$ cat src/rtl/relu_layer_seq_pkg.sv
// Shared types and defaults for the dense-layer ReLU sequencer.
package relu_seq_pkg;

   typedef enum logic [2:0] {
      IDLE,
      CLEAR,
      ACCUM,
      DRAIN,
      ACTIVATE,
      HOLD
   } seq_state_t;

   localparam int DEF_NUM_INPUTS = 8;
   localparam int DEF_DATA_W     = 12;
   localparam int DEF_MAC_LAT    = 2;

   // Index width for a count of n items; never narrower than one bit.
   function automatic int idx_w(input int n);
      return (n <= 2) ? 1 : $clog2(n);
   endfunction

endpackage

$ cat src/rtl/relu_layer_seq_if.sv
// Control/data bundle between the sequencer, neuron MACs, ReLU stage and next layer.
interface relu_layer_seq_if
   import relu_seq_pkg::*;
#(
   parameter int NUM_INPUTS = DEF_NUM_INPUTS,
   parameter int DATA_W     = DEF_DATA_W
);
   localparam int IW = idx_w(NUM_INPUTS);

   logic                     start;
   logic                     busy;
   logic [IW-1:0]            feat_idx;
   logic                     acc_clr;
   logic                     mac_en;
   logic                     relu_in_ready;
   logic                     relu_out_ready;
   logic signed [DATA_W-1:0] relu_out0;
   logic signed [DATA_W-1:0] relu_out1;
   logic signed [DATA_W-1:0] relu_out2;
   logic signed [DATA_W-1:0] relu_out3;
   logic                     out_valid;
   logic                     out_ready;
   logic signed [DATA_W-1:0] out0;
   logic signed [DATA_W-1:0] out1;
   logic signed [DATA_W-1:0] out2;
   logic signed [DATA_W-1:0] out3;
   logic                     done;
   logic                     relu_err;

   modport master (
      output start, relu_out_ready, relu_out0, relu_out1, relu_out2, relu_out3, out_ready,
      input  busy, feat_idx, acc_clr, mac_en, relu_in_ready, out_valid,
      input  out0, out1, out2, out3, done, relu_err
   );

   modport slave (
      input  start, relu_out_ready, relu_out0, relu_out1, relu_out2, relu_out3, out_ready,
      output busy, feat_idx, acc_clr, mac_en, relu_in_ready, out_valid,
      output out0, out1, out2, out3, done, relu_err
   );

endinterface

$ cat src/rtl/relu_layer_seq_down_counter.sv
// Loadable down-counter with a zero flag; saturates at zero.
module seq_down_counter #(
   parameter int W = 2
) (
   input  logic         clk,
   input  logic         rst,
   input  logic         load_i,
   input  logic [W-1:0] load_val_i,
   input  logic         dec_i,
   output logic         zero_o
);
   logic [W-1:0] cnt_q, cnt_d;

   always_comb begin
      cnt_d = cnt_q;
      if (load_i)
         cnt_d = load_val_i;
      else if (dec_i && (cnt_q != '0))
         cnt_d = cnt_q - 1'b1;
   end

   always_ff @(posedge clk) begin
      if (rst) cnt_q <= '0;
      else     cnt_q <= cnt_d;
   end

   assign zero_o = (cnt_q == '0);

endmodule

$ cat src/rtl/relu_layer_seq.sv
// Sequencer for one 4-neuron dense layer: clear, accumulate, drain the MAC
// pipeline, capture ReLU outputs and hand them downstream over valid/ready.
module relu_layer_seq
   import relu_seq_pkg::*;
#(
   parameter int NUM_INPUTS = DEF_NUM_INPUTS,
   parameter int DATA_W     = DEF_DATA_W,
   parameter int MAC_LAT    = DEF_MAC_LAT
) (
   input logic             clk,
   input logic             rst,
   relu_layer_seq_if.slave bus
);
   localparam int            IW         = idx_w(NUM_INPUTS);
   localparam int            CW         = idx_w(MAC_LAT + 1);
   localparam logic [IW-1:0] LAST_IDX   = IW'(NUM_INPUTS - 1);
   localparam logic [CW-1:0] DRAIN_LOAD = CW'((MAC_LAT > 0) ? MAC_LAT - 1 : 0);

   seq_state_t                  state_q;
   logic [IW-1:0]               idx_q;
   logic                        busy_q;
   logic                        acc_clr_q;
   logic                        mac_en_q;
   logic                        rin_q;
   logic                        ov_q;
   logic                        done_q;
   logic                        err_q;
   logic [3:0][DATA_W-1:0]      out_q;

   logic                        cnt_load;
   logic                        cnt_dec;
   logic                        cnt_zero;
   logic                        any_neg;

   // Counter is armed on the last ACCUM cycle so DRAIN lasts exactly MAC_LAT cycles.
   assign cnt_load = (state_q == ACCUM) && (idx_q == LAST_IDX) && (MAC_LAT != 0);
   assign cnt_dec  = (state_q == DRAIN);

   seq_down_counter #(.W(CW)) u_drain_cnt (
      .clk        (clk),
      .rst        (rst),
      .load_i     (cnt_load),
      .load_val_i (DRAIN_LOAD),
      .dec_i      (cnt_dec),
      .zero_o     (cnt_zero)
   );

   assign any_neg = bus.relu_out0[DATA_W-1] | bus.relu_out1[DATA_W-1] |
                    bus.relu_out2[DATA_W-1] | bus.relu_out3[DATA_W-1];

   always_ff @(posedge clk) begin
      if (rst) begin
         state_q   <= IDLE;
         idx_q     <= '0;
         busy_q    <= 1'b0;
         acc_clr_q <= 1'b0;
         mac_en_q  <= 1'b0;
         rin_q     <= 1'b0;
         ov_q      <= 1'b0;
         done_q    <= 1'b0;
         err_q     <= 1'b0;
         out_q     <= '0;
      end else begin
         done_q <= 1'b0;
         case (state_q)
            IDLE: begin
               if (bus.start) begin
                  state_q   <= CLEAR;
                  busy_q    <= 1'b1;
                  acc_clr_q <= 1'b1;
                  idx_q     <= '0;
               end
            end
            CLEAR: begin
               state_q   <= ACCUM;
               acc_clr_q <= 1'b0;
               mac_en_q  <= 1'b1;
            end
            ACCUM: begin
               if (idx_q == LAST_IDX) begin
                  mac_en_q <= 1'b0;
                  idx_q    <= '0;
                  if (MAC_LAT == 0) begin
                     state_q <= ACTIVATE;
                     rin_q   <= 1'b1;
                  end else begin
                     state_q <= DRAIN;
                  end
               end else begin
                  idx_q <= idx_q + 1'b1;
               end
            end
            DRAIN: begin
               if (cnt_zero) begin
                  state_q <= ACTIVATE;
                  rin_q   <= 1'b1;
               end
            end
            ACTIVATE: begin
               if (bus.relu_out_ready) begin
                  out_q   <= {bus.relu_out3, bus.relu_out2, bus.relu_out1, bus.relu_out0};
                  err_q   <= err_q | any_neg;
                  rin_q   <= 1'b0;
                  ov_q    <= 1'b1;
                  state_q <= HOLD;
               end
            end
            HOLD: begin
               if (bus.out_ready) begin
                  ov_q   <= 1'b0;
                  done_q <= 1'b1;
                  // start on the transfer cycle chains straight into the next pass
                  if (bus.start) begin
                     state_q   <= CLEAR;
                     acc_clr_q <= 1'b1;
                  end else begin
                     state_q <= IDLE;
                     busy_q  <= 1'b0;
                  end
               end
            end
            default: begin
               state_q <= IDLE;
               busy_q  <= 1'b0;
            end
         endcase
      end
   end

   assign bus.busy          = busy_q;
   assign bus.feat_idx      = idx_q;
   assign bus.acc_clr       = acc_clr_q;
   assign bus.mac_en        = mac_en_q;
   assign bus.relu_in_ready = rin_q;
   assign bus.out_valid     = ov_q;
   assign bus.done          = done_q;
   assign bus.relu_err      = err_q;
   assign bus.out0          = out_q[0];
   assign bus.out1          = out_q[1];
   assign bus.out2          = out_q[2];
   assign bus.out3          = out_q[3];

endmodule

$ cat src/flat_wrapper.sv
// flat-port wrapper written by rule: the top's interface ports become plain ports
module relu_layer_seq_flat import relu_seq_pkg::*;
#(
   parameter int NUM_INPUTS = DEF_NUM_INPUTS,
   parameter int DATA_W     = DEF_DATA_W,
   parameter int MAC_LAT    = DEF_MAC_LAT
)
  (clk, rst, bus_start, bus_relu_out_ready, bus_relu_out0, bus_relu_out1, bus_relu_out2, bus_relu_out3, bus_out_ready, bus_busy, bus_feat_idx, bus_acc_clr, bus_mac_en, bus_relu_in_ready, bus_out_valid, bus_out0, bus_out1, bus_out2, bus_out3, bus_done, bus_relu_err);
  relu_layer_seq_if #(.NUM_INPUTS(NUM_INPUTS), .DATA_W(DATA_W)) bus_i ();
  input logic clk;
  input logic rst;
  input wire logic [$bits(bus_i.start)-1:0] bus_start;
  input wire logic [$bits(bus_i.relu_out_ready)-1:0] bus_relu_out_ready;
  input wire logic [$bits(bus_i.relu_out0)-1:0] bus_relu_out0;
  input wire logic [$bits(bus_i.relu_out1)-1:0] bus_relu_out1;
  input wire logic [$bits(bus_i.relu_out2)-1:0] bus_relu_out2;
  input wire logic [$bits(bus_i.relu_out3)-1:0] bus_relu_out3;
  input wire logic [$bits(bus_i.out_ready)-1:0] bus_out_ready;
  output wire logic [$bits(bus_i.busy)-1:0] bus_busy;
  output wire logic [$bits(bus_i.feat_idx)-1:0] bus_feat_idx;
  output wire logic [$bits(bus_i.acc_clr)-1:0] bus_acc_clr;
  output wire logic [$bits(bus_i.mac_en)-1:0] bus_mac_en;
  output wire logic [$bits(bus_i.relu_in_ready)-1:0] bus_relu_in_ready;
  output wire logic [$bits(bus_i.out_valid)-1:0] bus_out_valid;
  output wire logic [$bits(bus_i.out0)-1:0] bus_out0;
  output wire logic [$bits(bus_i.out1)-1:0] bus_out1;
  output wire logic [$bits(bus_i.out2)-1:0] bus_out2;
  output wire logic [$bits(bus_i.out3)-1:0] bus_out3;
  output wire logic [$bits(bus_i.done)-1:0] bus_done;
  output wire logic [$bits(bus_i.relu_err)-1:0] bus_relu_err;
  assign bus_i.start = bus_start;
  assign bus_i.relu_out_ready = bus_relu_out_ready;
  assign bus_i.relu_out0 = bus_relu_out0;
  assign bus_i.relu_out1 = bus_relu_out1;
  assign bus_i.relu_out2 = bus_relu_out2;
  assign bus_i.relu_out3 = bus_relu_out3;
  assign bus_i.out_ready = bus_out_ready;
  assign bus_busy = bus_i.busy;
  assign bus_feat_idx = bus_i.feat_idx;
  assign bus_acc_clr = bus_i.acc_clr;
  assign bus_mac_en = bus_i.mac_en;
  assign bus_relu_in_ready = bus_i.relu_in_ready;
  assign bus_out_valid = bus_i.out_valid;
  assign bus_out0 = bus_i.out0;
  assign bus_out1 = bus_i.out1;
  assign bus_out2 = bus_i.out2;
  assign bus_out3 = bus_i.out3;
  assign bus_done = bus_i.done;
  assign bus_relu_err = bus_i.relu_err;
  relu_layer_seq #(.NUM_INPUTS(NUM_INPUTS), .DATA_W(DATA_W), .MAC_LAT(MAC_LAT)) u_core (.clk(clk), .rst(rst), .bus(bus_i));
endmodule
$ cat config.mk
export PLATFORM = sky130hd
export DESIGN_NAME = relu_layer_seq_flat
export DESIGN_NICKNAME = d
export VERILOG_FILES = /design/src/rtl/relu_layer_seq_pkg.sv /design/src/rtl/relu_layer_seq_if.sv /design/src/rtl/relu_layer_seq_down_counter.sv /design/src/rtl/relu_layer_seq.sv /design/src/flat_wrapper.sv
export SDC_FILE = /design/constraint.sdc
export NUM_CORES = 1
export LEC_CHECK = 0
export CAP_MARGIN = 20
export CORE_ASPECT_RATIO = 0.75
export CORE_MARGIN = 4
export CORE_UTILIZATION = 37
export DETAILED_ROUTE_END_ITERATION = 16
export MAX_ROUTING_LAYER = met4
export PLACE_DENSITY = 0.7
export RECOVER_POWER = 100
export REMOVE_ABC_BUFFERS = 1
export SKIP_CTS_REPAIR_TIMING = 1
export SYNTH_ARGS = -nofsm -noshare
export SYNTH_HDL_FRONTEND = slang
export SYNTH_SLANG_ARGS = --single-unit
$ cat constraint.sdc
create_clock -name clk -period 1.5 [get_ports clk]
set_input_delay 0.3 -clock clk [delete_from_list [all_inputs] [get_ports clk]]
set_output_delay 0.3 -clock clk [all_outputs]
set_load 0.02 [all_outputs]
==> flow_metrics.py <==
metrics = {
    "run_status": {
        "status": "complete, no violations",
    },
    "cts": {
        "cts_tree": "yes",
        "cts_root_buf": "clkbuf_8",
        "clock-sinks": 63,
        "insertion_delay_ns": 0.33,
        "clk_pin_slew_ns": 0.07,
        "htreeDepth": 3,
        "clock_path_buffers": 2,
        "cts-buffers-inserted": 9,
    },
    "power_and_ir_drop": {
        "p_leak_uw": 0.00123,
        "seqPwrFrac_pct": 41.9,
        "p_int_uw": 3220,
        "p_switching_uw": 1600,
        "fin_total_pwr_uw": 4830,
        "clkPwrFrac_pct": 28.1,
        "sw_frac_of_total_pct": 33.2,
        "p_per_area_nw_per_um2": 1380,
        "comb_power_share_pct": 30.0,
        "ir_drop_uv": 567,
    },
    "setup_path": {
        "crit_path_top_delay_cell": "dlygate4sd3_1",
        "cp.required_ns": 1.71,
        "path_class": "input pin to flop",
        "crit_chain": "dlygate4sd3_1 -> nor3b_2 -> and2_2 -> buf_12 -> a21oi_1 -> nor2_1",
        "worstSetupEndpointType": "flop",
        "cp_num_buf_inv": 2,
        "cp_slowest_stage_delay_ns": 0.56,
        "cp-start-kind": "input pin",
        "crit_fanout": 24,
        "cp_data_arrival_time_ns": 1.62,
        "cp_top_family": "buffers and inverters",
    },
    "synthesis": {
        "ys_types": 35,
        "syn_area_per_cell_um2": 8.15,
        "synth_seq_area_share_pct": 50.9,
        "synth_cells": 304,
        "syn-cell-area_um2": 2480,
        "synth_seq_cells": 63,
        "synth_warnings": 0,
    },
    "timing": {
        "rsz0062_at_grt": "no",
        "tns_ns": 0,
        "layout_min_cycle_time_ns": 1.41,
        "fin_crit_sh_pct": 94.1,
        "maxSlewHeadroom_pct": 70.9,
        "finalHoldViolCount": 0,
        "setup_viol": 0,
        "max_slew.worst_pin.slew_ns": 0.432,
        "finalWorstSetupSlack_ns": 0.0891,
        "slew_violations": 0,
        "skew_ns": 0.00328,
        "fmax_ghz": 0.709,
    },
    "floorplanning": {
        "start_util_pct": 38.6,
        "die_x_um": 102,
        "core_um2": 6410,
        "die_h_um": 78.8,
        "fp-row-count": 25,
        "die_area_um2": 8080,
        "io_pins": 111,
    },
    "grt": {
        "grt_pass1_wl_mm": 10.6,
        "grt_start_max_net_pins": 45,
        "grt_overflow_total": 0,
        "groute.usage.overall_pct": 17.1,
        "antenna_found_initial": 0,
        "grt_pass1_vias": 2287,
    },
    "placement": {
        "gp_congestion": 0.778,
        "io_buffers": 110,
        "hpwl_mm": 4.84,
        "pre_cts_ws_ns": -0.178,
    },
    "drt": {
        "ant_nets": 0,
        "top_layer_used": "met4",
        "wl_met1_mm": 3.19,
        "dr_total_vias": 2403,
        "drt_iter0_drc": 96,
        "dr.pass1.iters": 5,
        "wl_met3_um": 586,
        "finalWirelength_mm": 6.75,
        "routedWlPerCell_um": 13.4,
        "via_per_inst": 4.78,
        "met2_length_mm": 2.95,
        "drc": 0,
    },
    "layout": {
        "fill_cells": 665,
        "drive_gt1_share_pct": 9.72,
        "fin_nets": 474,
        "multi_input_area_um2": 1060,
        "antennaDiodeCount": 0,
        "syn2layout_area_growth_pct": 41.2,
        "final_cell_mix": "nand2_1, dfxtp_1, clkbuf_1",
        "seq_area_um2": 1260,
        "layout_commonest_cell": "nand2_1",
    },
    "min_path": {
        "hold_path_class": "input pin to flop",
    },
    "run": {
        "drv_cap": 0,
    },
}
[per-stage QoR]
step / hold WS (ns) / utilization (%) / std cells / cell area, um^2
2_1_floorplan: 0.362 / - / 281 / 2340
3_3_place_gp: 0.441 / 57.7 / 488 / 3700
3_5_place_dp: 0.448 / 57.7 / 488 / 3700
4_1_cts: 0.177 / 60.4 / 503 / 3870
5_1_grt: 0.180 / 54.5 / 503 / 3500
6_report: 0.189 / 54.5 / 503 / 3500
[cell usage after synthesis, drive strengths merged]
| master | count | area (um^2) |
|---|---|---|
| a2bb2oi | 1 | 8.76 |
| nand2 | 103 | 387 |
| and2 | 1 | 6.26 |
| nand4b | 1 | 8.76 |
| buf | 14 | 101 |
| nor3 | 3 | 15.0 |
| dfxtp | 63 | 1260 |
| a31oi | 2 | 12.5 |
| a21oi | 59 | 333 |
| a211oi | 3 | 22.5 |
| inv | 2 | 7.51 |
| nor4 | 1 | 6.26 |
| nor3b | 2 | 20.0 |
| clkbuf | 9 | 33.8 |
| o21bai | 1 | 7.51 |
| nor2 | 16 | 60.1 |
| nand3 | 1 | 5.00 |
| o22a | 1 | 8.76 |
| a32oi | 1 | 8.76 |
| mux2i | 1 | 10.0 |
| and4bb | 1 | 12.5 |
| or4 | 1 | 7.51 |
| xnor2 | 1 | 8.76 |
| nand2b | 3 | 18.8 |
| and3b | 1 | 8.76 |
| nor4bb | 2 | 20.0 |
| nor2b | 3 | 18.8 |
| o21ai | 4 | 20.0 |
| ha | 3 | 37.5 |
[cell type report]
cell class,instances,share of cell area [%]
tap,81,2.90
clock inverter,5,1.43
sequential,63,36.1
timing repair buffer,126,25.3
clock buffer,10,3.65
multi-input combinational,216,30.4
inverter,2,0.215
[final timing paths]
path | from | end | slack (ns) | depth (start not counted)
max | bus_relu_out_ready | u_core.bus.relu_err | 0.09 | 6
min | rst | u_core.u_drain_cnt.cnt_q[0] | 0.19 | 2
max reg2reg | u_core.u_drain_cnt.cnt_q[0] | u_core.u_drain_cnt.cnt_q[1] | 0.11 | 6
min reg2reg | u_core.bus.out0[3] | u_core.bus.out0[3] | 0.45 | 2
[power by group through the flow]
stage	clock (uW)	combinational (uW)	sequential (uW)
6_report	1360	1450	2020
3_5_place_dp	0	1660	2060
3_3_place_gp	0	1630	2050
2_1_floorplan	0	568	2310
5_1_grt	1490	1620	2050
4_1_cts	1400	1660	2020
[logic make-up after synthesis]
kind of cell,count (synthesis),share of synthesized area [%]
compound gates,72,17.0
xor+xnor,1,0.354
fa+ha+maj,3,1.52
buf+inv,25,5.76
flops,63,50.9
mux,1,0.404
simple gates,139,24.0
[state kept, by name, indices dropped and copies added (netlist names)]
name                      cells
u_core.bus.acc_clr            1
u_core.bus.busy               1
u_core.bus.done               1
u_core.bus.feat_idx           3
u_core.bus.mac_en             1
u_core.bus.out0              12
u_core.bus.out1              12
u_core.bus.out2              12
u_core.bus.out3              12
u_core.bus.out_valid          1
u_core.bus.relu_err           1
u_core.bus.relu_in_ready      1
u_core.state_q                3
u_core.u_drain_cnt.cnt_q      2
[layer usage]
layer  vias up  global-route usage [%]
li1       1233                       -
met1      1086                    21.4
met2        79                    25.2
met3         5                    9.22
met4         0                    2.36
met5         -                       -
[worst reg2reg max path, delay by kind of cell, from the launching register on]
| family | cells | cell delay (ns) |
|---|---|---|
| buf+inv | 1 | 0.05 |
| fa+ha+maj | 1 | 0.26 |
| simple gates | 3 | 0.57 |
| flops | 1 | 0.35 |
| compound gates | 1 | 0.10 |
Note: power is estimated with default switching activity, not from simulation.
==> patch, RTL diff (config.mk and constraints unchanged) <==
Reset style: asynchronous (`rst`), changed in 2 clocked blocks.
--- a/src/rtl/relu_layer_seq_down_counter.sv
+++ b/src/rtl/relu_layer_seq_down_counter.sv
@@ -21,3 +21,3 @@
 
-   always_ff @(posedge clk) begin
+   always_ff @(posedge clk or posedge rst) begin
       if (rst) cnt_q <= '0;
--- a/src/rtl/relu_layer_seq.sv
+++ b/src/rtl/relu_layer_seq.sv
@@ -50,3 +50,3 @@
 
-   always_ff @(posedge clk) begin
+   always_ff @(posedge clk or posedge rst) begin
       if (rst) begin
Formal check against the unedited RTL: differs if rst is asserted again (counterexample within 4 cycles, from zero or initial values and one cycle with rst high); with rst held inactive, the same outputs for 10 cycles.
==> patch against the unedited design <==
- register-to-register slack lost 30 ps
- final area grew 4.0%
- area after synthesis grew 3.8%
- highest routed layer unchanged
- worst setup slack lost 4.7 ps
- sequential cell count is the same
- synthesized cell count shrank 41%
- count of clock-buffer cells in the layout grew 2
- wire length shrank 9.9%
- sequential share of layout area grew 7.3 points
Power is not compared: it rests on default switching activity, and its combinational part moved more than twofold at a synthesized area within 25%.
==> patch: results (changes against the unedited design) <==
[grt]
grt_pass1_wl_mm = 9.74  ; was 10.6 mm
grt_usage_pct = 15.2  ; was 17.1%
grt_max_degree = 37  ; was 45
grt_pass1_vias = 1939  ; was 2287

[synth]
synth_fa_ha_area_share_pct = 1.46  ; was 1.52%
synth.avg_cell_area_sq_um = 14.4  ; was 8.15 sq um
netlist_top_cells_count = 63 x dfrtp_1, 45 x mux2_2, 8 x o21ai_0  ; was 103 x nand2_1, 63 x dfxtp_1, 49 x a21oi_1
synth_compound_area_share_pct = 6.86  ; was 17.0%
yosysUniqueCellTypes = 30  ; was 35
synth_area_leaders = dfrtp_1 61%, mux2_2 20%, buf_6 2.2%  ; was dfxtp_1 51%, nand2_1 16%, a21oi_1 9.9%
synthXorXnorAreaFrac_pct = 0  ; was 0.354%
synthMuxAreaShare_pct = 21.5  ; was 0.404%
synth_seq_area_share_pct = 61.3  ; was 50.9%
async_flop_share_pct = 100  ; was 0%
synth_top_flop_cell = dfrtp_1  ; was dfxtp_1

[layout]
instances_no_fill = 391  ; was 503
fill_cells = 647  ; was 665
fin_util_pct = 53.7  ; was 54.5%
drive_above_1_share_pct = 23.5  ; was 9.72%
num-nets-final = 358  ; was 474

[route]
vias = 1869  ; was 2403
routed_wl_mm = 6.08  ; was 6.75 mm
drt_iter0_markers = 32  ; was 96
first_pass_iters = 4  ; was 5

[place]
pre_cts_slack_ps = -348  ; was -178 ps
dp_hpwl_mm = 4.30  ; was 4.84 mm
dpl-instance-area_sq_mm = 0.00383  ; was 0.00370 sq mm
gp_congestion = 0.793  ; was 0.778
dp.cells = 375  ; was 488
portBuffers = 110  ; unchanged

[worst_setup_path]
reg2reg_depth = 3  ; was 6
path_delay_family = flip-flops  ; was buffers and inverters
crit_path_max_fanout = 36  ; was 24
cp_slowest_cell = dfrtp_1  ; was dlygate4sd3_1
crit_type = flip-flop to flip-flop  ; was input port to flip-flop
reg2reg_from = u_core.state_q[0]  ; was u_core.u_drain_cnt.cnt_q[0]
cp_slowest_stage_delay_ps = 410  ; was 560 ps

[power]
powerComb_w = 0.00320

[min_path]
holdCritPathClass = input port to asynchronous set/reset pin  ; was input port to flip-flop

[outcome]
status = completed  ; unchanged

[sta]
final.setup_skew_ps = 5.77  ; was 3.28 ps
worst_slew_pin_slew_ps = 422  ; was 432 ps

[patch: metal layers]
metal | vias to the layer above | wire length (um) | track usage [%] | part of all wire [%]
met5 | - | 0 | - | 0
met4 | 0 | 54 | 4.91 | 0.89
met3 | 9 | 421 | 6.02 | 6.9
met2 | 75 | 2710 | 21.3 | 44
met1 | 901 | 2900 | 20.3 | 48
li1 | 884 | - | - | -
[patch: path summary, 6_finish.rpt]
path	slack (ps)	endpoint
worst min-delay path	390	u_core.bus.mac_en
max in group asynchronous	300	u_core.bus.out2[10]
min in group clk	400	u_core.bus.relu_in_ready
worst max register to register	80	u_core.bus.out1[10]
worst max-delay path	80	u_core.bus.out1[10]
worst min register to register	470	u_core.bus.relu_err
[patch: final cells by class]
cell class / count / area share (%)
clock buffer: 12 / 3.99
inverter: 6 / 0.619
sequential: 63 / 43.4
timing repair buffer: 121 / 23.0
tap: 84 / 2.89
multi-input combinational: 101 / 24.9
clock inverter: 4 / 1.24
